--- src/rtl/instr_encoder.sv ---
// instr_encoder
// Turns ALU micro-ops (ADDI/XORI/ORI/ANDI/ADD/XOR/OR/AND) into RV32I words
// and writes them, one per cycle, into instruction memory starting at
// BASE_ADDR after a start pulse.
//
// Ports
//   clk, rst_n          clock, asynchronous active-low reset
//   start               begins a load session (honoured only when idle)
//   in_valid/in_ready   micro-op handshake (ready only while running)
//   in_alu_op           001 add, 100 xor, 110 or, 111 and
//   in_is_r_type        1: rs2 operand, 0: imm12 operand
//   in_rd/rs1/rs2/imm12 instruction fields
//   in_last             final micro-op of the session
//   mem_we/addr/wdata   registered instruction-memory write port
//   busy, done, err     status: not idle, end pulse, sticky unsupported op
//   word_cnt            words written in the current or last session
//
// state  | meaning
// IDLE   | waiting for start
// RUN    | accepting micro-ops
// DONE   | one-cycle end-of-session pulse
module instr_encoder #(
  parameter int          ADDR_W    = 8,
  parameter int unsigned BASE_ADDR = 0
) (
  input  logic              clk,
  input  logic              rst_n,
  input  logic              start,
  input  logic              in_valid,
  output logic              in_ready,
  input  logic [2:0]        in_alu_op,
  input  logic              in_is_r_type,
  input  logic [4:0]        in_rd,
  input  logic [4:0]        in_rs1,
  input  logic [4:0]        in_rs2,
  input  logic [11:0]       in_imm12,
  input  logic              in_last,
  output logic              mem_we,
  output logic [ADDR_W-1:0] mem_addr,
  output logic [31:0]       mem_wdata,
  output logic              busy,
  output logic              done,
  output logic              err,
  output logic [ADDR_W:0]   word_cnt
);

  typedef enum logic [1:0] {S_IDLE, S_RUN, S_DONE} state_t;

  localparam logic [ADDR_W:0] LAST_SLOT = {1'b0, {ADDR_W{1'b1}}};

  state_t            state, state_nx;
  logic [ADDR_W-1:0] wr_ptr;
  logic              accept;
  logic              op_ok;
  logic [2:0]        funct3;
  logic [31:0]       enc_word;

  always_comb begin
    op_ok = 1'b0;
    case (in_alu_op)
      3'b001, 3'b100, 3'b110, 3'b111: op_ok = 1'b1;
      default:                        op_ok = 1'b0;
    endcase
  end

  // add is the only op whose funct3 differs from its alu_op code
  assign funct3 = (in_alu_op == 3'b001) ? 3'b000 : in_alu_op;

  always_comb begin
    if (in_is_r_type)
      enc_word = {7'b0000000, in_rs2, in_rs1, funct3, in_rd, 7'b0110011};
    else
      enc_word = {in_imm12, in_rs1, funct3, in_rd, 7'b0010011};
  end

  assign accept   = in_valid && (state == S_RUN);
  assign in_ready = (state == S_RUN);
  assign busy     = (state != S_IDLE);
  assign done     = (state == S_DONE);

  always_ff @(posedge clk or negedge rst_n) begin
    if (!rst_n) state <= S_IDLE;
    else        state <= state_nx;
  end

  always_comb begin
    state_nx = state;
    case (state)
      S_IDLE: if (start) state_nx = S_RUN;
      S_RUN: begin
        // a full memory ends the session even without in_last
        if (accept && (in_last || (op_ok && word_cnt == LAST_SLOT)))
          state_nx = S_DONE;
      end
      S_DONE:  state_nx = S_IDLE;
      default: state_nx = S_IDLE;
    endcase
  end

  always_ff @(posedge clk or negedge rst_n) begin
    if (!rst_n) begin
      wr_ptr    <= '0;
      word_cnt  <= '0;
      err       <= 1'b0;
      mem_we    <= 1'b0;
      mem_addr  <= '0;
      mem_wdata <= '0;
    end else begin
      mem_we <= accept && op_ok;
      if (state == S_IDLE && start) begin
        wr_ptr   <= ADDR_W'(BASE_ADDR);
        word_cnt <= '0;
        err      <= 1'b0;
      end
      if (accept) begin
        if (op_ok) begin
          mem_addr  <= wr_ptr;
          mem_wdata <= enc_word;
          wr_ptr    <= wr_ptr + 1'b1;
          word_cnt  <= word_cnt + 1'b1;
        end else begin
          err <= 1'b1;
        end
      end
    end
  end

endmodule
--- config.mk ---
export PLATFORM = sky130hd
export DESIGN_NAME = instr_encoder
export DESIGN_NICKNAME = d
export VERILOG_FILES = /design/src/rtl/instr_encoder.sv
export SDC_FILE = /design/constraint.sdc
export NUM_CORES = 1
export LEC_CHECK = 0
export CAP_MARGIN = 20
export CORE_ASPECT_RATIO = 1.25
export CORE_MARGIN = 4
export CORE_UTILIZATION = 25
export CTS_CLUSTER_SIZE = 30
export DETAILED_ROUTE_END_ITERATION = 6
export GPL_ROUTABILITY_DRIVEN = 1
export PLACE_DENSITY = 0.5
export SLEW_MARGIN = 0
export SYNTH_ARGS = -nofsm -noshare
export SYNTH_HDL_FRONTEND = slang
export SYNTH_SLANG_ARGS = --single-unit
--- constraint.sdc ---
create_clock -name clk -period 2 [get_ports clk]
set_input_delay 0.4 -clock clk [delete_from_list [all_inputs] [get_ports clk]]
set_output_delay 0.4 -clock clk [all_outputs]
set_load 0.01 [all_outputs]
==> run metrics <==
clk sinks=56; Synth Instances=222; drt first pass iters=4; antenna violations before repair=0; Crit-path slowest cell=clkdlybuf4s50_1; Final Hold Fails=0; CP peak stage delay=0.56 ns; # IOs=90; FF-to-FF Start=word_cnt[0]$_DFF_PN0_; Synth Register Bits=56; RSZ-0062 raised after global routing=no; storage element area=0.00140 mm²; Syn-to-layout area delta=48.2%; Synth Area in XOR/XNOR=0.0140; Clock Skew=0.00687 ns; largest net degree at the start of global routing=40; most frequent cells in the layout=clkdlybuf4s50_1, dfrtp_1, o21ai_0; Synth area leaders=dfrtp_1, o21ai_0, mux2_2, mux2i_1, mux2_4; Worst EP required=1.60 ns; worst-path cell chain=nor2b_1 -> clkdlybuf4s50_1; utilization after layout=0.381; Avg WL per Cell=14.2 µm; Hold-fix buffers, CTS=0; final setup fails=0; Final Slew Violations=0; Final Hold Slack=roughly 0.034 ns; chip height=122 µm; Area after DPL=~0.0037 mm²; final net count=357; critical path type=flop to output pin; most common cell after layout, fill and taps aside=clkdlybuf4s50_1; H-tree depth=2; Die W=99.2 µm; Final ANT Viol Nets=0; simple-gate share of the synthesized area=0.130; Critical Path Start Type=flop; Routed WL=6.37 mm; Synth warnings=0; vias post-DR=1978; final instance area=roughly 0.0039 mm²; complex-gate fraction of the synthesized area=0.106; Post-Synth Adder-Cell Area=0.0144; CTS tree=built; Initial Util=0.257; GPL Wtd Cong=0.761; Max-Cap Viols=0; outcome=finished, final reports clean; Setup Buffers After CTS=0; Final Critical Period=1.82 ns; Setup crit end kind=output pin; GRT Util Overall=0.111; fill cell count=just under 1000; Site Rows=just over 40; Multi-input gate area=0.00109 mm²; worst min path class=input port to async pin; Skew-Pair Late Insertion Delay=0.29 ns; setup tns final=0 ns; placed insts=between 400 and 500; crit path from=state[0]$_DFFE_PN0P_; Slew @ Worst Pin=0.602 ns; number of buffers created by CTS=5; maximum clock frequency=548 MHz; Seq/Total Area, Yosys=0.539; share of the synthesized area in the top cell type=0.539; Mapped Area=0.00260 mm²; first-pass GRT wire length=approximately 11 mm; Yosys cell types=40; cts repair resizes=0; Congestion Overflow GR=0; Placeable Area=0.0101 mm²; vias in the first global route=2121; arrival time worst endpoint=1.42 ns; DR DRC count=0; Antenna Cells=0; CTS Buffer Depth=2; clk slew on worst S/H paths=0.07 ns; layout cells sized above 1=0.160; Die Area=0.0121 mm²; DR vias/cell=4.42; buffers added on ports=86; largest family of logic cells by synthesized area=multiplexers; Final period util=0.912; drt initial violations=54; DPL Wire Length=4.80 mm; Slew HR=0.597; Root Buffer=clkbuf_16; area leader, netlist=dfrtp_1; P_leak=between 1.5 and 2 nW; fin cells=448; critical-path maximum fanout=5; Mean Syn Cell Area=roughly 12 µm²; pwr/cell area=approximately 1100 mW/mm²; mux cell area share after synthesis=0.147; Max rail drop VDD=around 0.00038 V
-- Yosys cell counts (all sizes together) --
cell type / n
dfrtp: 56
o21ai: 32
mux2: 20
nand2: 17
mux2i: 13
buf: 10
nand2b: 10
a21oi: 8
nand3: 7
nor2: 6
clkbuf: 5
inv: 5
nand4: 5
ha: 3
nor2b: 3
or3: 3
nor4: 2
o311ai: 2
o41ai: 2
xnor2: 2
a211oi: 1
and2: 1
and3: 1
and3b: 1
conb: 1
nand3b: 1
nor3: 1
o211ai: 1
o221ai: 1
o22a: 1
o31ai: 1
-- final timing paths --
| path | to | slack, ns | cells past startpoint |
|---|---|---|---|
| worst min register to register | err$_DFF_PN0_ | 0.49 | 2 |
| min in group clk | err$_DFF_PN0_ | 0.49 | 2 |
| worst min-delay path | mem_wdata[10]$_DFFE_PN0P_ | 0.03 | 1 |
| max in group asynchronous | mem_wdata[17]$_DFFE_PN0P_ | 1.41 | 2 |
| worst max register to register | state[0]$_DFFE_PN0P_ | 0.48 | 6 |
| worst max-delay path | in_ready | 0.18 | 2 |
-- sequential cells by signal (all words and copies together), names as in the netlist --
name       cells
mem_wdata     27
word_cnt       9
mem_addr       8
wr_ptr         8
state          2
err            1
mem_we         1
-- per-layer routing --
layer  global-route usage  wire length (µm)  up-vias  share of wire
met4               0.0359                94        0          0.015
met2                0.191              3210       62           0.50
li1                     -                 -      967              -
met3               0.0281               383        5          0.060
met1                0.134              2680      944           0.42
met5                    0                 0        -              0
-- where the power goes --
group / internal, mW / switching [mW]
logic: 0.995 / 0.685
registers: 1.47 / 0.231
clock network: 0.590 / 0.394
total: 3.05 / 1.31
-- worst max-delay path: cells and delay by family, from the launching register on --
family	cells	cell delay, ns
and+or+nand+nor	1	0.19
DFF	1	0.39
buffers and inverters	1	0.56
-- final cells by class --
| type | instances | share of cell area |
|---|---|---|
| sequential | 56 | 0.364 |
| multi-input combinational | 148 | 0.283 |
| timing repair buffer | 102 | 0.263 |
| tap | 129 | 0.0419 |
| clock buffer | 6 | 0.0335 |
| clock inverter | 2 | 0.00909 |
| inverter | 5 | 0.00617 |
-- logic make-up after synthesis --
family,count (synthesis)
adders and majority gates,3
muxes,33
buffers and inverters,20
other,1
DFF,56
and+or+nand+nor,58
xor gates and xnor gates,2
AOI/OAI and AO/OA,49
-- through the flow --
step	worst slack (ns)	power (mW)
6_report	0.176	4.36
3_3_place_gp	-0.0587	3.42
4_1_cts	0.153	4.46
5_1_grt	0.00968	4.68
2_1_floorplan	0.420	2.44
3_5_place_dp	-0.155	3.44
No activity file was read; power rests on OpenSTA's default activity.
